==> config.mk <==
export PLATFORM = sky130hd
export DESIGN_NAME = decoder_stage
export DESIGN_NICKNAME = d
export VERILOG_FILES = /design/src/rtl/decoder_stage.sv
export SDC_FILE = /design/constraint.sdc
export NUM_CORES = 1
export LEC_CHECK = 0
export CAP_MARGIN = 20
export CORE_MARGIN = 2
export CORE_UTILIZATION = 40
export DETAILED_ROUTE_END_ITERATION = 8
export SYNTH_ARGS = -nofsm -noshare
export SYNTH_HDL_FRONTEND = slang
export SYNTH_SLANG_ARGS = --single-unit
==> constraint.sdc <==
create_clock -name clk -period 15.1 [get_ports clk]
set_input_delay 2.265 -clock clk [delete_from_list [all_inputs] [get_ports clk]]
set_output_delay 2.265 -clock clk [all_outputs]
set_load 0.02 [all_outputs]
==> src/rtl/decoder_stage.sv <==
// RV32I (+ optional M) decode stage: classifies each accepted instruction, extracts
// register fields and the immediate, and buffers results in a small FIFO toward issue.
module decoder_stage #(
   parameter bit          RV_M  = 1'b1,
   parameter int unsigned DEPTH = 2,
   parameter int unsigned PC_W  = 32
) (
   input  logic            clk,
   input  logic            rst,
   input  logic            flush,
   input  logic            in_valid,
   output logic            in_ready,
   input  logic [31:0]     in_instr,
   input  logic [PC_W-1:0] in_pc,
   output logic            out_valid,
   input  logic            out_ready,
   output logic [PC_W-1:0] out_pc,
   output logic [1:0]      out_unit,
   output logic [2:0]      out_sub_unit,
   output logic [2:0]      out_sel,
   output logic            out_imm_v,
   output logic [31:0]     out_imm,
   output logic [4:0]      out_rd,
   output logic [4:0]      out_rs1,
   output logic [4:0]      out_rs2,
   output logic            out_fence,
   output logic            out_ecall,
   output logic            out_ebreak,
   output logic            out_mret,
   output logic            out_illegal,
   output logic [15:0]     illegal_cnt
);
   localparam int unsigned AW = $clog2(DEPTH);
   localparam logic [AW:0] FULL = DEPTH[AW:0];

   typedef struct packed {
      logic [PC_W-1:0] pc;
      logic [1:0]      unit;
      logic [2:0]      sub_unit;
      logic [2:0]      sel;
      logic            imm_v;
      logic [31:0]     imm;
      logic [4:0]      rd;
      logic [4:0]      rs1;
      logic [4:0]      rs2;
      logic            fence;
      logic            ecall;
      logic            ebreak;
      logic            mret;
      logic            illegal;
   } entry_t;

   logic [6:0]  opcode;
   logic [2:0]  funct3;
   logic [6:0]  funct7;
   logic [31:0] imm_i, imm_s, imm_b, imm_u, imm_j, imm_z;
   entry_t      dec;
   logic        legal;

   assign opcode = in_instr[6:0];
   assign funct3 = in_instr[14:12];
   assign funct7 = in_instr[31:25];
   assign imm_i  = {{20{in_instr[31]}}, in_instr[31:20]};
   assign imm_s  = {{20{in_instr[31]}}, in_instr[31:25], in_instr[11:7]};
   assign imm_b  = {{19{in_instr[31]}}, in_instr[31], in_instr[7], in_instr[30:25],
                    in_instr[11:8], 1'b0};
   assign imm_u  = {in_instr[31:12], 12'b0};
   assign imm_j  = {{11{in_instr[31]}}, in_instr[31], in_instr[19:12], in_instr[20],
                    in_instr[30:21], 1'b0};
   assign imm_z  = {27'b0, in_instr[19:15]};

   // Opcodes whose low bits are not 2'b11 never match a case item, so they fall to illegal.
   always_comb begin
      dec     = '0;
      legal   = 1'b1;
      dec.pc  = in_pc;
      dec.rd  = in_instr[11:7];
      dec.rs1 = in_instr[19:15];
      dec.rs2 = in_instr[24:20];
      case (opcode)
         7'b0110111: begin dec.sel = 3'd0; dec.imm_v = 1'b1; dec.imm = imm_u; end
         7'b0010111: begin dec.sel = 3'd1; dec.imm_v = 1'b1; dec.imm = imm_u; end
         7'b1101111: begin dec.sel = 3'd2; dec.imm_v = 1'b1; dec.imm = imm_j; end
         7'b1100111: begin
            dec.sel = 3'd3; dec.imm_v = 1'b1; dec.imm = imm_i;
            legal   = (funct3 == 3'b000);
         end
         7'b1100011: begin
            dec.sub_unit = 3'd1; dec.imm_v = 1'b1; dec.imm = imm_b;
            case (funct3)
               3'b000:  dec.sel = 3'd0;
               3'b001:  dec.sel = 3'd1;
               3'b100:  dec.sel = 3'd2;
               3'b101:  dec.sel = 3'd3;
               3'b110:  dec.sel = 3'd4;
               3'b111:  dec.sel = 3'd5;
               default: legal = 1'b0;
            endcase
         end
         7'b0000011: begin
            dec.unit = 2'd1; dec.imm_v = 1'b1; dec.imm = imm_i;
            case (funct3)
               3'b000:  dec.sel = 3'd0;
               3'b001:  dec.sel = 3'd1;
               3'b010:  dec.sel = 3'd2;
               3'b100:  dec.sel = 3'd3;
               3'b101:  dec.sel = 3'd4;
               default: legal = 1'b0;
            endcase
         end
         7'b0100011: begin
            dec.unit = 2'd1; dec.sub_unit = 3'd1; dec.imm_v = 1'b1; dec.imm = imm_s;
            case (funct3)
               3'b000:  dec.sel = 3'd0;
               3'b001:  dec.sel = 3'd1;
               3'b010:  dec.sel = 3'd2;
               default: legal = 1'b0;
            endcase
         end
         7'b0010011: begin
            dec.imm_v = 1'b1; dec.imm = imm_i;
            case (funct3)
               3'b000: dec.sub_unit = 3'd2;
               3'b010: begin dec.sub_unit = 3'd3; dec.sel = 3'd0; end
               3'b011: begin dec.sub_unit = 3'd3; dec.sel = 3'd1; end
               3'b100: begin dec.sub_unit = 3'd3; dec.sel = 3'd2; end
               3'b110: begin dec.sub_unit = 3'd3; dec.sel = 3'd3; end
               3'b111: begin dec.sub_unit = 3'd3; dec.sel = 3'd4; end
               3'b001: begin dec.sub_unit = 3'd4; legal = (funct7 == 7'b0000000); end
               default: begin
                  dec.sub_unit = 3'd4;
                  if (funct7 == 7'b0000000)      dec.sel = 3'd1;
                  else if (funct7 == 7'b0100000) dec.sel = 3'd2;
                  else                           legal = 1'b0;
               end
            endcase
         end
         7'b0110011: begin
            if (funct7 == 7'b0000001) begin
               dec.unit = 2'd3; dec.sel = funct3;
               legal    = RV_M;
            end else if (funct7 == 7'b0000000) begin
               case (funct3)
                  3'b000:  dec.sub_unit = 3'd2;
                  3'b001:  dec.sub_unit = 3'd4;
                  3'b010:  begin dec.sub_unit = 3'd3; dec.sel = 3'd0; end
                  3'b011:  begin dec.sub_unit = 3'd3; dec.sel = 3'd1; end
                  3'b100:  begin dec.sub_unit = 3'd3; dec.sel = 3'd2; end
                  3'b101:  begin dec.sub_unit = 3'd4; dec.sel = 3'd1; end
                  3'b110:  begin dec.sub_unit = 3'd3; dec.sel = 3'd3; end
                  default: begin dec.sub_unit = 3'd3; dec.sel = 3'd4; end
               endcase
            end else if (funct7 == 7'b0100000 && funct3 == 3'b000) begin
               dec.sub_unit = 3'd2; dec.sel = 3'd1;
            end else if (funct7 == 7'b0100000 && funct3 == 3'b101) begin
               dec.sub_unit = 3'd4; dec.sel = 3'd2;
            end else begin
               legal = 1'b0;
            end
         end
         7'b0001111: begin
            dec.fence = 1'b1;
            legal     = (funct3 == 3'b000) || (funct3 == 3'b001);
         end
         7'b1110011: begin
            case (funct3)
               3'b000: begin
                  if (in_instr == 32'h0000_0073)      dec.ecall  = 1'b1;
                  else if (in_instr == 32'h0010_0073) dec.ebreak = 1'b1;
                  else if (in_instr == 32'h3020_0073) dec.mret   = 1'b1;
                  else                                legal      = 1'b0;
               end
               3'b001: begin dec.unit = 2'd2; dec.sel = 3'd0; end
               3'b010: begin dec.unit = 2'd2; dec.sel = 3'd1; end
               3'b011: begin dec.unit = 2'd2; dec.sel = 3'd2; end
               3'b101: begin dec.unit = 2'd2; dec.sel = 3'd0; dec.imm_v = 1'b1; dec.imm = imm_z; end
               3'b110: begin dec.unit = 2'd2; dec.sel = 3'd1; dec.imm_v = 1'b1; dec.imm = imm_z; end
               3'b111: begin dec.unit = 2'd2; dec.sel = 3'd2; dec.imm_v = 1'b1; dec.imm = imm_z; end
               default: legal = 1'b0;
            endcase
         end
         default: legal = 1'b0;
      endcase
      if (!legal) begin
         dec         = '0;
         dec.pc      = in_pc;
         dec.illegal = 1'b1;
      end
   end

   entry_t        mem [DEPTH];
   entry_t        head;
   logic [AW-1:0] wr_ptr, rd_ptr;
   logic [AW:0]   count;
   logic          push, pop;

   assign out_valid = (count != '0);
   assign pop       = out_valid & out_ready;
   assign in_ready  = (count < FULL) | pop;
   assign push      = in_valid & in_ready;

   // flush wins over push and pop; illegal_cnt survives it
   always_ff @(posedge clk or posedge rst) begin
      if (rst) begin
         count       <= '0;
         wr_ptr      <= '0;
         rd_ptr      <= '0;
         illegal_cnt <= '0;
         for (int i = 0; i < int'(DEPTH); i++) mem[i] <= '0;
      end else if (flush) begin
         count  <= '0;
         wr_ptr <= '0;
         rd_ptr <= '0;
      end else begin
         if (push) begin
            mem[wr_ptr] <= dec;
            wr_ptr      <= wr_ptr + 1'b1;
            if (dec.illegal && illegal_cnt != 16'hFFFF) illegal_cnt <= illegal_cnt + 1'b1;
         end
         if (pop) rd_ptr <= rd_ptr + 1'b1;
         if (push && !pop)      count <= count + 1'b1;
         else if (!push && pop) count <= count - 1'b1;
      end
   end

   assign head         = mem[rd_ptr];
   assign out_pc       = head.pc;
   assign out_unit     = head.unit;
   assign out_sub_unit = head.sub_unit;
   assign out_sel      = head.sel;
   assign out_imm_v    = head.imm_v;
   assign out_imm      = head.imm;
   assign out_rd       = head.rd;
   assign out_rs1      = head.rs1;
   assign out_rs2      = head.rs2;
   assign out_fence    = head.fence;
   assign out_ecall    = head.ecall;
   assign out_ebreak   = head.ebreak;
   assign out_mret     = head.mret;
   assign out_illegal  = head.illegal;

endmodule

# Word level (Yosys, flattened, before mapping)
# Index checks and enable logic that the tools add are counted.
# W data, S select, Z words.
[totals]
reg_bits = 206
latch_bits = 0
ramBits = 0
mem_bits_ro = 0
mem_count = 0
[op_classes]
addsub = 5
multipliers = 0
div = 0
n_lt_le_gt_ge = 4
eq_ne = 24
shift = 0
n_mux = 58
bitwise_logic = 6
reduce_logical = 33
[ops]
columns = ["cell", "count"]
rows = [
  ["$mux W93", 4],
  ["$pmux W33 S6", 1],
  ["$bwmux W186", 1],
  ["$demux W93 S1", 1],
  ["$mux W61", 1],
  ["$mux W33", 1],
  ["$eq A32 B21 Y1 const B", 1],
  ["$eq A32 B30 Y1 const B", 1],
  ["$eq A32 B7 Y1 const B", 1],
  ["$pmux W3 S5", 2],
  ["$eq A7 B6 Y1 const B", 4],
  ["$eq A7 B7 Y1 const B", 4],
  ["$pmux W3 S9", 1],
  ["$pmux W3 S4", 2],
  ["$mux W1", 20],
  ["$mux W6", 3],
  ["$reduce_or A6 Y1", 3],
  ["$add A16 B1 Y16 const B", 1],
  ["$mux W2", 8],
  ["$ne A16 B16 Y1 const B", 1],
  ["$eq A7 B5 Y1 const B", 2],
  ["$reduce_or A2 Y1", 7],
  ["$eq A3 B3 Y1 const B", 4],
  ["$mux W3", 4],
  ["32 further kinds", 52],
]

# Logic depth before layout (Yosys ltp)
# Gate-level depths: netlist (run 1).
[depth]
ltp_word = 10
depth_mapped = 10

# Worst setup path after synthesis (run 1)
# OpenSTA, ideal clock, no wires.
[synth_timing]
path_type = "input -> output"
from = "in out_ready"
to = "out in_ready"
arrival_time_ns = 2.489
required_time_ns = 12.835
path_slack_ns = 10.346
stages = 1
path_cell_list = "nand2b_1"
[synth_between]
elab_chain_len = 2
[synth_lines]
columns = ["element", "line", "rtl"]
rows = [
  ["start, declared", "16", "input logic out_ready,"],
  ["$and A1 B1 Y1", "198", "assign pop = out_valid & out_ready;"],
  ["$or A1 B1 Y1", "199", "assign in_ready = (count < FULL) | pop;"],
  ["end, declared", "12", "output logic in_ready,"],
]
# Every way passes these cells.

# Worst setup path after layout (run 1)
# Same ends and word-level chain as after synthesis.

==> flow_metrics.env, run 1 <==
export IMPL_layout_min_cycle_time_ns=5.810
export IMPL_critPathKind="in2out"
export IMPL_crit_slowest_cell="clkdlybuf4s50_1"
export IMPL_met1_length_mm=11.78
export IMPL_wl_met2_mm=11.05
export IMPL_cap_violations=0
export IMPL_holdBufCountCts=0
export IMPL_vias=7427
export IMPL_routed_wl_mm=25.71
export IMPL_cts_sinks=206
export IMPL_rows=57
export IMPL_cts_path_max_buffers=3
export IMPL_dr_pass1_iters=5
export IMPL_multi_input_area_sq_mm=0.004507
export IMPL_clk_latency_ns=0.51
export IMPL_ys_flop_type="dfrtp_1"
export IMPL_drt_iter0_drc=400
export IMPL_ys_ff_latch=206
export IMPL_clk_pin_slew_ns=0.06
export IMPL_r2r_setup_slack_ns=12.27
export IMPL_fin_skew_ns=0.008658
export IMPL_dp_cells=1373
export IMPL_tightest_slew_ns=0.9188
export IMPL_cts_buffers=24
export IMPL_crit_buf_inv=2
export IMPL_critPathRequiredTime_ns=12.84
export IMPL_cts_root_buf="clkbuf_16"
export IMPL_gp_congestion=0.9192
export IMPL_syn_nets=998
export IMPL_wire_per_inst_um=18.22
export IMPL_drc=0
export IMPL_async_flop_share=1.000
export IMPL_register_area_sq_mm=0.005159
export IMPL_cts_resized=0
export IMPL_design_die_area_sq_mm=0.02616
export IMPL_tritoncts="built"
export IMPL_fp_dieW_um=161.8
export IMPL_crit_fanout=5
export IMPL_start_util=0.4081
export IMPL_synth_edff_count=0
export IMPL_grt_antenna_before_repair=1
export IMPL_areaGrowthSynthToFinish_pct=27.75
export IMPL_p_leak_nw=5.339
export IMPL_fp_coreArea_sq_mm=0.02439
export IMPL_ys_top_cells_by_area="dfrtp_1 52%, mux2_2 19%, nand2_1 6.3%"
export IMPL_critPathTopFamily="buffers and inverters"
export IMPL_final_layout_size_suffix_gt1_frac=0.2079
export IMPL_timing_final_max_slew_violations=0
export IMPL_yosysMostFrequentCell="dfrtp_1"
export IMPL_yosysTopAreaCellShare=0.5178
export IMPL_grt_pass1_wl_mm=41.88
export IMPL_io_pins=180
export IMPL_die_y_um=161.8
export IMPL_finalCritPeriodShare=0.3848
export IMPL_cp_cell_sequence="clkdlybuf4s50_1 -> nand2b_1 -> clkdlybuf4s50_1"
export IMPL_hold_viol=0
export IMPL_rsz0062_at_grt="no"
export IMPL_post_cts_buffers=0
export IMPL_dp_hpwl_mm=16.93
export IMPL_fillers=2256
export IMPL_synthesis_area_sq_mm=0.009955
export IMPL_cts_htree_levels=1
export IMPL_grt_pass1_vias=7599
export IMPL_synth_common_cells="206 x dfrtp_1, 167 x nand2_1, 165 x mux2_2, 80 x o21ai_0, 47 x clkbuf_1"
export IMPL_ir_drop_mv=0.1014
export IMPL_portBuffers=179
export IMPL_final_setup_tns_ns=0
export IMPL_synth_top_area_cell="dfrtp_1"
export IMPL_grt_start_max_net_pins=143
export IMPL_critPathArrivalTime_ns=3.54
export IMPL_synth_cell_types=55
export IMPL_maxSlewHeadroom=0.3875
export IMPL_final_antenna_net_count=0
export IMPL_critPathMaxStageDelay_ns=0.61
export IMPL_gr_total_overflow=0
export IMPL_end_kind="output pin"
export IMPL_finalSetupViolCount=0
export IMPL_wl_met3_mm=2.232
export IMPL_min_delay_path_class="reg2reg"
export IMPL_syn_inst=928
export IMPL_vias_per_cell=5.264
export IMPL_max_freq_ghz=0.1721
export IMPL_outcome="completed"
export IMPL_startpoint_type="input pin"
export IMPL_highest_layer="met5"
export IMPL_yosysSeqAreaShare=0.5178
export IMPL_nets=1146
export IMPL_path_common_cell="clkdlybuf4s50_1"
export IMPL_powerDensity_mw_per_mm2=117.3
export IMPL_syn_mean_instance_area_sq_um=10.73
export IMPL_n_antenna_cell=0
export IMPL_final_util=0.5214
export IMPL_grt_usage=0.1974
export IMPL_finalNonFillerCells=1411
export IMPL_yosys_warnings=0
## path summary, 6_finish.rpt
check	start	endpoint	cells after the start
hold / removal	mem[129]	mem[129]	2
hold reg to reg	mem[129]	mem[129]	2
setup / recovery	out_ready	in_ready	3
setup reg to reg	count[1]	mem[65]	6
max in group asynchronous	rst	mem[107]	3
min in group asynchronous	rst	mem[166]	2
## power by group
part / switching (W) / leakage (nW) / internal (W)
Sequential: 0.0000405 / 2.72 / 0.000614
Combinational: 0.000137 / 2.25 / 0.000150
Clock: 0.000218 / 0.367 / 0.000334
## worst min-delay path, cell delays in order, from the launching register on
cell	delay, ns
dfrtp_1	0.34
nand2_1	0.05
o31ai_1	0.05
## registers in the layout, indices dropped and copies added, names as in the netlist
name / flops
illegal_cnt: 16
wr_ptr: 1
count: 2
rd_ptr: 1
mem: 186
## cell usage in the layout (no fill, tap or decap), types with 3 or more instances in the layout
cell type        synthesis  final
dfrtp_1                206    205
clkdlybuf4s50_1          0    179
nand2_1                167    166
mux2_2                 165    165
o21ai_0                 80     80
o31ai_1                 29     29
nor2_1                  26     26
a21oi_1                 25     25
clkbuf_16                0     25
nand3_1                 19     19
nor3_1                  17     17
xor2_1                  15     15
nand4_1                 11     11
o21ai_1                 10     10
o31ai_2                 10     10
nor4_1                  10      9
inv_1                    8      7
buf_4                    0      6
nand2b_1                 4      4
or4_1                    4      4
and3_1                   4      4
a222oi_1                 4      4
or2_1                    4      4
clkbuf_1                47      4
clkbuf_8                 0      4
nor2b_1                  3      3
and2_1                   3      3
or3_1                    4      3
xnor2_1                  3      3
a21o_1                   3      3
clkinv_2                 0      3
## metrics by stage
stage	setup WS (ns)	hold slack [ns]	total power, W	area, sq um
after floorplan	7.211	0.4429	0.0008278	9955
after global placement	9.288	0.4568	0.0009488	11950
after detailed placement	9.294	0.4620	0.0009517	11950
after CTS	9.281	0.4748	0.001512	12690
after global routing	9.229	0.4845	0.001564	12720
final	9.290	0.4709	0.001492	12720
## metal layers
layer | global-route usage | vias to the layer above
met3 | 0.06895 | 43
met2 | 0.2937 | 234
met4 | 0.04948 | 2
li1 | - | 3598
met5 | 0 | -
met1 | 0.2767 | 3550
## area by class of cell
class | instances | area share
clock buffers | 33 | 0.05470
repair buffers | 186 | 0.1466
flip-flops and latches | 206 | 0.4056
multi-input cells | 649 | 0.3544
clock inverters | 4 | 0.003542
inverters | 9 | 0.003247
well taps | 324 | 0.03188
## kinds of logic after synthesis
kind of cell	share of synthesized area
buf+inv	0.03130
mux	0.1877
flops	0.5178
xor+xnor	0.01584
simple gates	0.1332
compound gates	0.1129
fa+ha+maj	0.001257
No activity file was read; power rests on OpenSTA's default activity.
==> run 2, diff against run 1 <==
==> constraint.sdc (replaced) <==
create_clock -name clk -period 6 [get_ports clk]
set_input_delay 0.9 -clock clk [delete_from_list [all_inputs] [get_ports clk]]
set_output_delay 0.9 -clock clk [all_outputs]
set_load 0.02 [all_outputs]
==> run 2 against run 1 <==
Against the previous run: core utilization is essentially flat; setup slack got worse by 7.3 ns; power is 150% higher; clock power grew 140%; register-to-register slack lost 8.9 ns; global-route usage barely moved; combinational power rose to 2.5 times the previous value; largest cell class unchanged; critical path depth is the same; critical endpoint is now out_imm[2]; count of clock-buffer cells in the layout grew 3.
==> flow_metrics.env, run 2 (synthesis results as in run 1) <==
export IMPL_outcome="completed"
export IMPL_final_layout_size_suffix_gt1_frac=0.2112
export IMPL_grt_start_max_net_pins=115
export IMPL_cts_sinks=206
export IMPL_cts_resized=0
export IMPL_areaGrowthSynthToFinish_pct=27.78
export IMPL_n_antenna_cell=0
export IMPL_dr_pass1_iters=7
export IMPL_tritoncts="built"
export IMPL_ir_drop_mv=0.2200
export IMPL_startpoint_type="flop"
export IMPL_critPathRequiredTime_ns=5.10
export IMPL_min_to="mem[6]"
export IMPL_design_die_area_sq_mm=0.02616
export IMPL_grt_usage=0.1977
export IMPL_finalSetupViolCount=0
export IMPL_io_pins=180
export IMPL_gp_congestion=0.8584
export IMPL_dp_cells=1377
export IMPL_final_antenna_net_count=0
export IMPL_mostFrequentLayoutCells="205 x dfrtp_1, 179 x clkdlybuf4s50_1, 166 x nand2_1"
export IMPL_cts_root_buf="clkbuf_16"
export IMPL_vias=7493
export IMPL_r2r_start="count[1]"
export IMPL_crit_fanout=73
export IMPL_nets=1149
export IMPL_p_leak_nw=5.336
export IMPL_tightest_slew_ns=1.070
export IMPL_cap_violations=0
export IMPL_min_delay_path_class="reg2reg"
export IMPL_start_util=0.4081
export IMPL_holdBufCountCts=0
export IMPL_layout_min_cycle_time_ns=3.974
export IMPL_cts_htree_levels=1
export IMPL_final_setup_tns_ns=0
export IMPL_powerDensity_mw_per_mm2=291.5
export IMPL_r2r_end="mem[53]"
export IMPL_max_freq_ghz=0.2516
export IMPL_finalNonFillerCells=1418
export IMPL_die_y_um=161.8
export IMPL_gr_total_overflow=0
export IMPL_drt_iter0_drc=433
export IMPL_post_cts_buffers=0
export IMPL_r2r_setup_slack_ns=3.42
export IMPL_clk_latency_ns=0.51
export IMPL_regMostFlops="mem"
export IMPL_cts_buffers=23
export IMPL_cts_path_max_buffers=3
export IMPL_fin_skew_ns=0.007649
export IMPL_worstHoldStart="mem[6]"
export IMPL_routed_wl_mm=25.96
export IMPL_final_common_cell="dfrtp_1"
export IMPL_rr_worst_depth=6
export IMPL_drc=0
export IMPL_hold_depth=2
export IMPL_timing_final_max_slew_violations=0
export IMPL_hold_viol=0
export IMPL_largest_reg_flops=186
export IMPL_rows=57
export IMPL_dp_hpwl_mm=17.49
export IMPL_vias_per_cell=5.284
export IMPL_fp_dieW_um=161.8
export IMPL_fp_coreArea_sq_mm=0.02439
export IMPL_rsz0062_at_grt="no"
export IMPL_wire_per_inst_um=18.31
export IMPL_reg_largest_list="mem (186), illegal_cnt (16), count (2)"
export IMPL_critPathArrivalTime_ns=3.07
export IMPL_clk_pin_slew_ns=0.06
export IMPL_grt_pass1_wl_mm=41.70
export IMPL_grt_antenna_before_repair=0
export IMPL_portBuffers=179
export IMPL_finalCritPeriodShare=0.6624
export IMPL_grt_pass1_vias=7454
export IMPL_critPathKind="reg2out"
export IMPL_end_kind="output pin"
export IMPL_maxSlewHeadroom=0.2865
-- run 2: how the worst max path moves through the flow --
stage	startpoint	to	slack, ns	depth (start not counted)
CTS	in_instr[3]	illegal_cnt[1]	1.90	8
global route	rd_ptr	out_imm[15]	1.88	3
floorplan	rst	count[0]	2.43	1
detailed placement	in_instr[3]	illegal_cnt[1]	1.37	8
finish	rd_ptr	out_imm[2]	2.03	3
global placement	in_instr[4]	illegal_cnt[1]	1.42	8
-- run 2: stage by stage --
step / hold WS, ns / util / power [W] / instance area [sq um] / setup WS [ns]
floorplan: 0.4429 / - / 0.002084 / 9958 / 2.428
global placement: 0.4561 / 0.4915 / 0.002393 / 11990 / 1.422
detailed placement: 0.4623 / 0.4915 / 0.002398 / 11990 / 1.366
CTS: 0.4763 / 0.5209 / 0.003766 / 12700 / 1.898
global route: 0.4950 / 0.5215 / 0.003899 / 12720 / 1.879
finish: 0.4720 / 0.5215 / 0.003707 / 12720 / 2.026
-- run 2: final cells by class --
cell class	count	area, sq um
Timing Repair Buffer	190	1894
Fill cell	2256	11670
Tap cell	324	405.4
Multi-Input combinational cell	649	4507
Clock buffer	36	694.4
Inverter	9	37.54
Clock inverter	4	22.52
Sequential cell	206	5159
-- run 2: routing by layer --
metal	part of all wire	up-vias	track usage
li1	-	3601	-
met1	0.45	3618	0.2808
met2	0.45	241	0.3019
met3	0.083	33	0.05822
met4	0.015	0	0.04183
met5	0	-	0
-- run 2: worst max-delay path: stages, from the launching register on --
cell and delay, ns:
dfrtp_4 1.13, buf_4 0.48, mux2_2 0.38, clkdlybuf4s50_1 0.56
-- run 2: power breakdown --
part           switching [W]  internal (W)  leakage [nW]
Combinational       0.000341      0.000378          2.26
Clock               0.000549      0.000789         0.353
Sequential          0.000106       0.00154          2.72
Total               0.000996       0.00271          5.34
==> run 3, diff against run 2 <==
--- a/config.mk
+++ b/config.mk
@@ -9,6 +9,7 @@
 export CORE_MARGIN = 2
 export CORE_UTILIZATION = 40
 export DETAILED_ROUTE_END_ITERATION = 8
+export PLACE_DENSITY = 0.66
 export SYNTH_ARGS = -nofsm -noshare
 export SYNTH_HDL_FRONTEND = slang
 export SYNTH_SLANG_ARGS = --single-unit
==> constraint.sdc (replaced) <==
create_clock -name clk -period 3.2 [get_ports clk]
set_input_delay 0.48 -clock clk [delete_from_list [all_inputs] [get_ports clk]]
set_output_delay 0.48 -clock clk [all_outputs]
set_load 0.02 [all_outputs]
==> run 3 against run 2 <==
Against the previous run: design area rose by 4.5%; combinational power increased by 100%; flip-flop and latch count unchanged; largest power group unchanged.
==> flow_metrics.env, run 3 (synthesis results as in run 1) <==
export IMPL_outcome="completed"
export IMPL_startpoint_type="flop"
export IMPL_final_common_cell="dfrtp_1"
export IMPL_seqPwrFrac=0.432
export IMPL_post_cts_buffers=0
export IMPL_cts_buffers=24
export IMPL_register_area_sq_mm=0.005159
export IMPL_grt_usage=0.2012
export IMPL_min_delay_path_class="in2async"
export IMPL_maxSlewHeadroom=0.5602
export IMPL_internal_power_w=0.005216
export IMPL_dp_hpwl_mm=18.37
export IMPL_grt_pass1_vias=7883
export IMPL_cts_sinks=206
export IMPL_clk_pin_slew_ns=0.06
export IMPL_final_util=0.5449
export IMPL_clk_latency_ns=0.51
export IMPL_fin_skew_ns=0.008718
export IMPL_pwr_share_comb=0.204
export IMPL_r2r_setup_slack_ns=0.93
export IMPL_rsz0062_at_grt="no"
export IMPL_largest_reg_flops=186
export IMPL_cts_resized=0
export IMPL_dr_pass1_iters=5
export IMPL_drc=0
export IMPL_final_antenna_net_count=0
export IMPL_regMostFlops="mem"
export IMPL_power_switching_w=0.001896
export IMPL_holdBufCountCts=0
export IMPL_mostFrequentLayoutCells="205 x dfrtp_1, 179 x clkdlybuf4s50_1, 166 x nand2_1"
export IMPL_grt_start_max_net_pins=111
export IMPL_timing_final_max_slew_violations=0
export IMPL_multi_input_area_sq_mm=0.004507
export IMPL_portBuffers=179
export IMPL_grt_antenna_before_repair=0
export IMPL_io_pins=180
export IMPL_critPathRequiredTime_ns=2.72
export IMPL_final_setup_tns_ns=0
export IMPL_vias=7829
export IMPL_finalSetupViolCount=0
export IMPL_cap_violations=0
export IMPL_grt_pass1_wl_mm=42.72
export IMPL_n_antenna_cell=0
export IMPL_gp_congestion=0.9306
export IMPL_final_layout_size_suffix_gt1_frac=0.2496
export IMPL_ir_drop_mv=0.4110
export IMPL_fp_coreArea_sq_mm=0.02439
export IMPL_rr_worst_depth=6
export IMPL_hold_viol=0
export IMPL_tritoncts="built"
export IMPL_drt_iter0_drc=521
export IMPL_critPathArrivalTime_ns=2.52
export IMPL_areaGrowthSynthToFinish_pct=33.51
export IMPL_cts_path_max_buffers=3
export IMPL_die_y_um=161.8
export IMPL_crit_fanout=34
export IMPL_gr_total_overflow=0
export IMPL_dpl_cell_area_sq_mm=0.01256
export IMPL_clock_power_share=0.365
export IMPL_rows=57
export IMPL_vias_per_cell=5.311
export IMPL_reg_largest_list="mem (186), illegal_cnt (16), count (2)"
export IMPL_fp_dieW_um=161.8
export IMPL_routed_wl_mm=26.19
export IMPL_fillers=2208
export IMPL_stdcell_area_sq_mm=0.01329
export IMPL_wire_per_inst_um=17.77
export IMPL_cts_htree_levels=1
export IMPL_end_kind="output pin"
export IMPL_start_util=0.4081
export IMPL_cts_root_buf="clkbuf_16"
export IMPL_tightest_slew_ns=0.6597
export IMPL_critPathKind="reg2out"
export IMPL_p_leak_nw=5.666
export IMPL_netSwitchingFraction=0.2666
export IMPL_finalCritPeriodShare=0.9374
export IMPL_nets=1208
export IMPL_powerDensity_mw_per_mm2=535.2
export IMPL_max_freq_ghz=0.3334
export IMPL_design_die_area_sq_mm=0.02616
export IMPL_layout_min_cycle_time_ns=3.000
[run 3: area by class of cell]
cell class                 count  share of cell area
sequential                   206              0.3882
tap                          324             0.03050
clock inverter                 4            0.003389
multi-input combinational    649              0.3391
timing repair buffer         248              0.1841
inverter                       9            0.002824
clock buffer                  34             0.05187
[run 3: routing by layer]
layer  routed length (um)  GRT usage  vias to the layer above
met3                 2214    0.06256                       42
met5                    0          0                        -
met2                11600     0.3052                      279
met1                11840     0.2844                     3782
met4                  531    0.04505                        0
li1                     -          -                     3726
[run 3: worst max-delay path: stages, from the launching register on]
cell and delay [ns]:
dfrtp_4 0.74, buf_12 0.29, mux2_2 0.39, clkdlybuf4s50_1 0.55
[run 3: worst paths after layout]
check / endpoint / start
setup / recovery: out_imm[0] / rd_ptr
hold / removal: illegal_cnt[5] / rst
setup reg to reg: illegal_cnt[1] / illegal_cnt[2]
hold reg to reg: mem[45] / mem[45]
max in group asynchronous: mem[45] / rst
min in group clk: mem[45] / mem[45]
[run 3: power by group through the flow]
stage	Clock [W]	Combinational, W	Sequential, W
after detailed placement	0	0.00145	0.00312
after global routing	0.00278	0.00156	0.00311
final	0.00259	0.00145	0.00307
after floorplan	0	0.000813	0.00309
after global placement	0	0.00144	0.00310
after CTS	0.00265	0.00146	0.00308
[run 3: per-stage QoR]
step                total power, W  setup slack, ns  hold WS, ns  cells
CTS                       0.007192           0.1844       0.3374   1474
finish                    0.007112           0.2004       0.3328   1474
detailed placement        0.004569          0.03114       0.4614   1436
global placement          0.004548          0.07802       0.4553   1436
floorplan                 0.003907          0.04774       0.4429    928
global route              0.007450           0.1107       0.3705   1474
